<file path="src/rtl/rob_pkg.sv">
// rob_pkg: shared types for the read-response return path.
//   r_beat_t    - one buffered R beat {id, data, resp, last, tagid}
//   RESP_DECERR - response code forced on beats whose tag has no live mapping
package rob_pkg;

  localparam int ROB_ID_WIDTH   = 4;
  localparam int ROB_DATA_WIDTH = 64;
  localparam int ROB_TAG_WIDTH  = 4;

  localparam logic [1:0] RESP_DECERR = 2'b11;

  typedef struct packed {
    logic [ROB_ID_WIDTH-1:0]   id;
    logic [ROB_DATA_WIDTH-1:0] data;
    logic [1:0]                resp;
    logic                      last;
    logic [ROB_TAG_WIDTH-1:0]  tagid;
  } r_beat_t;

endpackage

</file>
<file path="src/rtl/r_if.sv">
// r_if: AXI R-channel style bundle carrying the internal tag alongside the beat.
//   receiver - consumes beats (drives ready)
//   sender   - produces beats (drives valid and payload)
interface r_if #(
  parameter int ID_WIDTH   = 4,
  parameter int DATA_WIDTH = 64,
  parameter int TAG_WIDTH  = 4
) ();
  logic                  valid;
  logic                  ready;
  logic [ID_WIDTH-1:0]   id;
  logic [DATA_WIDTH-1:0] data;
  logic [1:0]            resp;
  logic                  last;
  logic [TAG_WIDTH-1:0]  tagid;

  modport receiver (input valid, tagid, data, resp, last, output ready);
  modport sender   (output valid, id, data, resp, last, tagid, input ready);
endinterface

</file>
<file path="src/rtl/fifo.sv">
// fifo: show-ahead synchronous FIFO (head word visible on rdata while !empty).
//   clk, rst (async, active-low)
//   push/wdata - write side, ignored when full
//   pop/rdata  - read side, ignored when empty
//   full/empty - occupancy flags
module fifo #(
  parameter int DATA_WIDTH = 8,
  parameter int DEPTH      = 16
) (
  input  logic                  clk,
  input  logic                  rst,
  input  logic                  push,
  input  logic [DATA_WIDTH-1:0] wdata,
  input  logic                  pop,
  output logic [DATA_WIDTH-1:0] rdata,
  output logic                  full,
  output logic                  empty
);
  // DEPTH is a power of two so the pointers wrap naturally.
  localparam int AW = $clog2(DEPTH);

  logic [DATA_WIDTH-1:0] mem [DEPTH];
  logic [AW-1:0]         wptr_reg;
  logic [AW-1:0]         rptr_reg;
  logic [AW:0]           count_reg;
  logic                  do_push;
  logic                  do_pop;

  assign full    = (count_reg == (AW+1)'(DEPTH));
  assign empty   = (count_reg == '0);
  assign do_push = push && !full;
  assign do_pop  = pop && !empty;
  assign rdata   = mem[rptr_reg];

  always_ff @(posedge clk) begin
    if (do_push) mem[wptr_reg] <= wdata;
  end

  always_ff @(posedge clk or negedge rst) begin
    if (!rst) begin
      wptr_reg  <= '0;
      rptr_reg  <= '0;
      count_reg <= '0;
    end else begin
      if (do_push) wptr_reg <= wptr_reg + 1'b1;
      if (do_pop)  rptr_reg <= rptr_reg + 1'b1;
      case ({do_push, do_pop})
        2'b10:   count_reg <= count_reg + 1'b1;
        2'b01:   count_reg <= count_reg - 1'b1;
        default: count_reg <= count_reg;
      endcase
    end
  end
endmodule

</file>
<file path="src/rtl/tag_id_table.sv">
// tag_id_table: maps internal tags back to the original AXI ID.
//   alloc_valid/alloc_tag/alloc_id - record a mapping (sets vld)
//   rel_valid/rel_tag              - release a mapping (clears vld)
//   rd_tag -> rd_vld/rd_id         - asynchronous lookup of pre-edge state
//   dbl_alloc                      - alloc hit an entry that stays live this edge
module tag_id_table #(
  parameter int ID_WIDTH  = 4,
  parameter int TAG_WIDTH = 4
) (
  input  logic                 clk,
  input  logic                 rst,
  input  logic                 alloc_valid,
  input  logic [TAG_WIDTH-1:0] alloc_tag,
  input  logic [ID_WIDTH-1:0]  alloc_id,
  input  logic                 rel_valid,
  input  logic [TAG_WIDTH-1:0] rel_tag,
  input  logic [TAG_WIDTH-1:0] rd_tag,
  output logic                 rd_vld,
  output logic [ID_WIDTH-1:0]  rd_id,
  output logic                 dbl_alloc
);
  localparam int ENTRIES = 2**TAG_WIDTH;

  logic [ENTRIES-1:0] vld_vec;
  logic [ID_WIDTH-1:0] id_vec [ENTRIES];

  for (genvar gi = 0; gi < ENTRIES; gi++) begin : g_entry
    logic                vld_reg;
    logic [ID_WIDTH-1:0] id_reg;

    // Alloc takes priority so a same-edge release+alloc leaves the entry live.
    always_ff @(posedge clk or negedge rst) begin
      if (!rst) begin
        vld_reg <= 1'b0;
        id_reg  <= '0;
      end else if (alloc_valid && alloc_tag == TAG_WIDTH'(gi)) begin
        vld_reg <= 1'b1;
        id_reg  <= alloc_id;
      end else if (rel_valid && rel_tag == TAG_WIDTH'(gi)) begin
        vld_reg <= 1'b0;
      end
    end

    assign vld_vec[gi] = vld_reg;
    assign id_vec[gi]  = id_reg;
  end

  assign rd_vld = vld_vec[rd_tag];
  assign rd_id  = id_vec[rd_tag];

  // A release of the same tag on this edge frees the entry, so no error.
  assign dbl_alloc = alloc_valid && vld_vec[alloc_tag] &&
                     !(rel_valid && rel_tag == alloc_tag);
endmodule

</file>
<file path="src/rtl/outgoing_response_buffer.sv">
// outgoing_response_buffer: return path for read data.
//   clk, rst (async, active-low)
//   alloc_valid/alloc_tag/alloc_id - tag->ID mapping issued by the request side
//   in_if  (receiver)              - tagged R beats from the internal side
//   out_if (sender)                - R beats with restored ID toward the AXI master
//   free_valid/free_tag            - one-cycle tag release after the last beat
//   err                            - sticky: double alloc or beat on a dead tag
module outgoing_response_buffer
  import rob_pkg::*;
#(
  parameter int ID_WIDTH   = 4,
  parameter int DATA_WIDTH = 64,
  parameter int TAG_WIDTH  = 4,
  parameter int FIFO_DEPTH = 16
) (
  input  logic                 clk,
  input  logic                 rst,
  input  logic                 alloc_valid,
  input  logic [TAG_WIDTH-1:0] alloc_tag,
  input  logic [ID_WIDTH-1:0]  alloc_id,
  r_if.receiver                in_if,
  r_if.sender                  out_if,
  output logic                 free_valid,
  output logic [TAG_WIDTH-1:0] free_tag,
  output logic                 err
);
  r_beat_t             push_beat;
  r_beat_t             fifo_head;
  r_beat_t             out_reg;
  logic                out_valid_reg;
  logic                free_valid_reg;
  logic [TAG_WIDTH-1:0] free_tag_reg;
  logic                err_reg;
  logic                fifo_full;
  logic                fifo_empty;
  logic                push;
  logic                pop;
  logic                rel_fire;
  logic                lk_vld;
  logic [ID_WIDTH-1:0] lk_id;
  logic                dbl_alloc;

  // Ready is held low while reset is asserted, not just when full.
  assign in_if.ready = rst && !fifo_full;
  assign push        = in_if.valid && in_if.ready;
  assign pop         = !fifo_empty && (!out_valid_reg || out_if.ready);
  assign rel_fire    = out_valid_reg && out_if.ready && out_reg.last;

  tag_id_table #(
    .ID_WIDTH  (ID_WIDTH),
    .TAG_WIDTH (TAG_WIDTH)
  ) u_table (
    .clk         (clk),
    .rst         (rst),
    .alloc_valid (alloc_valid),
    .alloc_tag   (alloc_tag),
    .alloc_id    (alloc_id),
    .rel_valid   (rel_fire),
    .rel_tag     (out_reg.tagid),
    .rd_tag      (in_if.tagid),
    .rd_vld      (lk_vld),
    .rd_id       (lk_id),
    .dbl_alloc   (dbl_alloc)
  );

  // Unmapped tags still flow through (with the stale ID) so the master sees
  // a DECERR beat instead of a hang.
  always_comb begin
    push_beat       = '0;
    push_beat.id    = lk_id;
    push_beat.data  = in_if.data[DATA_WIDTH-1:0];
    push_beat.resp  = lk_vld ? in_if.resp : RESP_DECERR;
    push_beat.last  = in_if.last;
    push_beat.tagid = in_if.tagid;
  end

  fifo #(
    .DATA_WIDTH ($bits(r_beat_t)),
    .DEPTH      (FIFO_DEPTH)
  ) u_fifo (
    .clk   (clk),
    .rst   (rst),
    .push  (push),
    .wdata (push_beat),
    .pop   (pop),
    .rdata (fifo_head),
    .full  (fifo_full),
    .empty (fifo_empty)
  );

  always_ff @(posedge clk or negedge rst) begin
    if (!rst) begin
      out_valid_reg  <= 1'b0;
      out_reg        <= '0;
      free_valid_reg <= 1'b0;
      free_tag_reg   <= '0;
      err_reg        <= 1'b0;
    end else begin
      if (pop) begin
        out_reg       <= fifo_head;
        out_valid_reg <= 1'b1;
      end else if (out_if.ready) begin
        out_valid_reg <= 1'b0;
      end
      free_valid_reg <= rel_fire;
      if (rel_fire) free_tag_reg <= out_reg.tagid;
      if (dbl_alloc || (push && !lk_vld)) err_reg <= 1'b1;
    end
  end

  assign out_if.valid = out_valid_reg;
  assign out_if.id    = out_reg.id;
  assign out_if.data  = out_reg.data;
  assign out_if.resp  = out_reg.resp;
  assign out_if.last  = out_reg.last;
  assign out_if.tagid = out_reg.tagid;
  assign free_valid   = free_valid_reg;
  assign free_tag     = free_tag_reg;
  assign err          = err_reg;
endmodule
</file>
<file path="src/flat_wrapper.sv">
// flat-port wrapper written by rule: the top's interface ports become plain ports
module outgoing_response_buffer_flat import rob_pkg::*;
#(
  parameter int ID_WIDTH   = 4,
  parameter int DATA_WIDTH = 64,
  parameter int TAG_WIDTH  = 4,
  parameter int FIFO_DEPTH = 16
)
  (clk, rst, alloc_valid, alloc_tag, alloc_id, free_valid, free_tag, err, in_if_valid, in_if_tagid, in_if_data, in_if_resp, in_if_last, in_if_ready, out_if_valid, out_if_id, out_if_data, out_if_resp, out_if_last, out_if_tagid, out_if_ready);
  r_if #(.ID_WIDTH(ID_WIDTH), .DATA_WIDTH(DATA_WIDTH), .TAG_WIDTH(TAG_WIDTH)) in_if_i ();
  r_if #(.ID_WIDTH(ID_WIDTH), .DATA_WIDTH(DATA_WIDTH), .TAG_WIDTH(TAG_WIDTH)) out_if_i ();
  input  logic clk;
  input  logic rst;
  input  logic alloc_valid;
  input  logic [TAG_WIDTH-1:0] alloc_tag;
  input  logic [ID_WIDTH-1:0] alloc_id;
  output logic free_valid;
  output logic [TAG_WIDTH-1:0] free_tag;
  output logic err;
  input wire logic [$bits(in_if_i.valid)-1:0] in_if_valid;
  input wire logic [$bits(in_if_i.tagid)-1:0] in_if_tagid;
  input wire logic [$bits(in_if_i.data)-1:0] in_if_data;
  input wire logic [$bits(in_if_i.resp)-1:0] in_if_resp;
  input wire logic [$bits(in_if_i.last)-1:0] in_if_last;
  output wire logic [$bits(in_if_i.ready)-1:0] in_if_ready;
  output wire logic [$bits(out_if_i.valid)-1:0] out_if_valid;
  output wire logic [$bits(out_if_i.id)-1:0] out_if_id;
  output wire logic [$bits(out_if_i.data)-1:0] out_if_data;
  output wire logic [$bits(out_if_i.resp)-1:0] out_if_resp;
  output wire logic [$bits(out_if_i.last)-1:0] out_if_last;
  output wire logic [$bits(out_if_i.tagid)-1:0] out_if_tagid;
  input wire logic [$bits(out_if_i.ready)-1:0] out_if_ready;
  assign in_if_i.valid = in_if_valid;
  assign in_if_i.tagid = in_if_tagid;
  assign in_if_i.data = in_if_data;
  assign in_if_i.resp = in_if_resp;
  assign in_if_i.last = in_if_last;
  assign in_if_ready = in_if_i.ready;
  assign out_if_valid = out_if_i.valid;
  assign out_if_id = out_if_i.id;
  assign out_if_data = out_if_i.data;
  assign out_if_resp = out_if_i.resp;
  assign out_if_last = out_if_i.last;
  assign out_if_tagid = out_if_i.tagid;
  assign out_if_i.ready = out_if_ready;
  outgoing_response_buffer #(.ID_WIDTH(ID_WIDTH), .DATA_WIDTH(DATA_WIDTH), .TAG_WIDTH(TAG_WIDTH), .FIFO_DEPTH(FIFO_DEPTH)) u_core (.clk(clk), .rst(rst), .alloc_valid(alloc_valid), .alloc_tag(alloc_tag), .alloc_id(alloc_id), .in_if(in_if_i), .out_if(out_if_i), .free_valid(free_valid), .free_tag(free_tag), .err(err));
endmodule
</file>
<file path="config.mk">
export PLATFORM = sky130hd
export DESIGN_NAME = outgoing_response_buffer_flat
export DESIGN_NICKNAME = d
export VERILOG_FILES = /design/src/rtl/rob_pkg.sv /design/src/rtl/r_if.sv /design/src/rtl/fifo.sv /design/src/rtl/tag_id_table.sv /design/src/rtl/outgoing_response_buffer.sv /design/src/flat_wrapper.sv
export SDC_FILE = /design/constraint.sdc
export NUM_CORES = 2
export LEC_CHECK = 0
export ABC_AREA = 1
export CORE_MARGIN = 8
export CORE_UTILIZATION = 65
export DETAILED_ROUTE_END_ITERATION = 10
export PLACE_DENSITY = 0.82
export SETUP_SLACK_MARGIN = 0.05
export SLEW_MARGIN = 5
export SYNTH_ARGS = -nofsm -noshare
export SYNTH_HDL_FRONTEND = slang
export SYNTH_SLANG_ARGS = --single-unit
export TNS_END_PERCENT = 30
</file>
<file path="constraint.sdc">
create_clock -name clk -period 15.2 [get_ports clk]
set_clock_uncertainty 0.1 [all_clocks]
set_input_delay 1.52 -clock clk [delete_from_list [all_inputs] [get_ports clk]]
set_output_delay 1.52 -clock clk [all_outputs]
set_load 0.02 [all_outputs]
</file>
==> flow_metrics.py <==
metrics = {
    "clocking": {
        "clock_sinks": 1375,
        "clock-root-buffer": "clkbuf_16",
        "cts.reportedPaths.clkPinSlew_ns": 0.06,
        "cts_made_buffers": 136,
        "clock_tree.htree_level_count": 4,
        "cts_setup_buffers": 0,
        "clockBufferDepth": 3,
        "cts_resized": 0,
        "postCtsHoldBufs": 0,
        "clock_latency_ns": 0.75,
        "cts_tree": "built",
    },
    "grt": {
        "grt-ovfl-total": 0,
        "use_met1_pct": 37.53,
        "grt_pass1_vias": 37481,
        "busiest_layer": "met2",
        "antenna_found_initial": 5,
        "grt_use_total_pct": 28.63,
        "grt_use_met2_pct": 47.84,
        "grt_max_degree": 355,
        "gr-usage-met3_pct": 5.052,
        "grt_pass1_wl_um": 211600,
    },
    "synth": {
        "ys_seq_elements": 1375,
        "synthDominantCellAreaShare_pct": 64.54,
        "syn_inst": 4747,
        "syn_area_per_cell_um2": 11.76,
        "synth.area.top_cells": "edfxtp_1 (65%), nand2_1 (11%), nand3_1 (8.5%)",
        "syn_nets": 4841,
        "synth_cell_type_count": 33,
        "synth.cell_area_mm2": 0.05584,
        "ys_seq_area_share_pct": 72.38,
        "synth_area_leader_cell": "edfxtp_1",
        "synth_warnings": 0,
    },
    "finish": {
        "ff_latch_area_mm2": 0.04043,
        "finalNetCount": 4911,
        "largest_reg_flops": 1200,
        "final_common_cell": "nand2_1",
        "drive_gt1_share_pct": 5.965,
        "areaGrowthSynthToFinish_pct": 11.09,
        "finish.utilization_pct": 72.85,
        "multi_input_area_mm2": 0.01322,
        "fillers": 5277,
        "final_cell_mix": "nand2_1 (1603), edfxtp_1 (1200), nand3_1 (943)",
    },
    "pwr": {
        "p_total_mw": 11.84,
        "p_leak_nw": 22.96,
        "irDropWorstVdd_mv": 0.2255,
        "p_sw_share_pct": 36.18,
        "seqPwrFrac_pct": 40.3,
        "internal-power_mw": 7.557,
        "clkPwrFrac_pct": 28.8,
        "power_frac_comb_pct": 31.0,
        "p_sw_mw": 4.284,
        "power.density_mw_per_mm2": 190.9,
    },
    "floorplan": {
        "core_area_mm2": 0.08515,
        "rows": 107,
        "initial_core_util_pct": 65.58,
        "die_w_um": 309.1,
        "die_height_um": 309.1,
        "die_area_mm2": 0.09554,
        "ios": 167,
    },
    "routing": {
        "drt-wirelength-per-cell_um": 22.78,
        "wirelength_um": 138400,
        "drtIter0Drc": 5290,
        "drc": 0,
        "ant_nets": 0,
        "drt_first_pass_iters": 6,
        "vias_per_cell": 6.220,
        "dr_total_vias": 37793,
    },
    "min_path": {
        "hold_class": "flop to flop",
    },
    "worst_setup_path": {
        "worstPathMaxFanout": 47,
        "cp.arrival_ns": 4.62,
        "critPathRequiredTime_ns": 15.46,
        "crit_path_end_kind": "flop",
        "worstSetupStartpointType": "input pin",
        "crit_type": "input pin to flop",
    },
    "timing": {
        "fin_tns_setup_ns": 0,
        "finalCritPeriodShare_pct": 28.66,
        "final_hold_viol_count": 0,
        "final_max_slew_viol_count": 0,
        "slew_headroom_pct": 6.931,
        "setup_violations": 0,
        "worst_pin_slew_ns": 1.396,
        "rsz0062_at_grt": "false",
        "period_minus_slack_ns": 4.356,
        "fmax_mhz": 229.6,
        "hold_ws_ns": 0.3803,
    },
    "place": {
        "hpwl_um": 70480,
        "place.gp.congestion": 0.8312,
        "portBuffers": 166,
    },
    "outcome": {
        "outcome": "finished clean",
    },
    "run": {
        "drv_cap": 0,
    },
}
area by class of cell:
class	count	share of cell area, %
sequential	1375	65.18
multi-input combinational	3009	21.32
clock buffer	190	6.140
timing repair buffer	215	3.290
tap	1144	2.308
clock inverter	60	1.200
inverter	80	0.5547
antenna	3	0.01210
critical path, stage by stage:
cell	delay [ns]
clkbuf_8	0.31
nand2_1	0.10
inv_1	0.09
nand2_1	0.14
inv_1	0.30
nand2_1	0.32
nor2_4	0.97
buf_4	0.80
metal layers:
| layer | part of all wire (%) | routed length [um] |
|---|---|---|
| met1 | 36 | 50010 |
| met5 | 0.019 | 26 |
| met2 | 49 | 68150 |
| met4 | 3.5 | 4835 |
| met3 | 11 | 15380 |
per-stage QoR:
step / setup slack (ns) / instance area (um2) / std cells
floorplan: 9.297 / 55840 / 4747
global placement: 10.13 / 57470 / 5823
detailed placement: 10.12 / 57470 / 5823
CTS: 10.82 / 62020 / 6073
global route: 10.73 / 62020 / 6074
finish: 10.84 / 62030 / 6076
worst paths after layout:
| check | endpoint | slack [ns] | cells after the start | startpoint |
|---|---|---|---|---|
| min in group asynchronous | u_core.out_if.data[5] | 0.59 | 1 | rst |
| worst max register to register | u_core.out_if.data[26] | 11.07 | 8 | u_core.u_fifo.rptr_reg[0] |
| worst min register to register | u_core.u_table.g_entry[15].id_reg[0] | 0.38 | 2 | u_core.u_table.g_entry[15].id_reg[0] |
| worst max-delay path | u_core.u_fifo.mem[14][41] | 10.84 | 8 | rst |
| worst min-delay path | u_core.u_table.g_entry[15].id_reg[0] | 0.38 | 2 | u_core.u_table.g_entry[15].id_reg[0] |
| max in group asynchronous | u_core.u_fifo.rptr_reg[0] | 12.36 | 3 | rst |
power groups by stage:
stage	clock, mW	combinational [mW]	sequential (mW)
final	3.40	3.67	4.77
after floorplan	0	2.62	4.82
after global routing	3.57	4.02	4.79
after detailed placement	0	3.57	4.83
after CTS	3.42	3.63	4.76
after global placement	0	3.46	4.82
cell usage after synthesis:
library cell / instances
nand4_1: 3
buf_1: 8
buf_2: 114
nand2_2: 1
nor3_2: 2
fa_1: 1
clkbuf_1: 36
nor2_1: 108
xnor2_1: 2
nor3_1: 8
nor2_4: 3
ha_1: 9
buf_12: 1
inv_2: 5
o221ai_1: 4
o22ai_1: 2
o21ai_0: 114
inv_8: 1
nand2_1: 1603
o21ai_1: 16
clkbuf_4: 1
inv_1: 73
xor2_1: 7
a21oi_2: 2
a21oi_1: 178
buf_6: 80
nand3_1: 943
buf_4: 39
nor2_2: 3
clkinv_1: 1
edfxtp_1: 1200
dfrtp_1: 175
buf_8: 4
cell families (layout without fill, tap and decap cells):
kind of cell               after synthesis  count (layout)  share of synthesized area, %
AOI/OAI and AO/OA                      316             316                         2.877
xor gates and xnor gates                 9               9                        0.1412
adders and majority gates               10              10                        0.2375
buffers and inverters                  363             545                         4.163
DFF                                   1375            1375                         72.38
other                                    0               3                             0
and+or+nand+nor                       2674            2674                         20.20
Power figures use the tool's default switching activity.
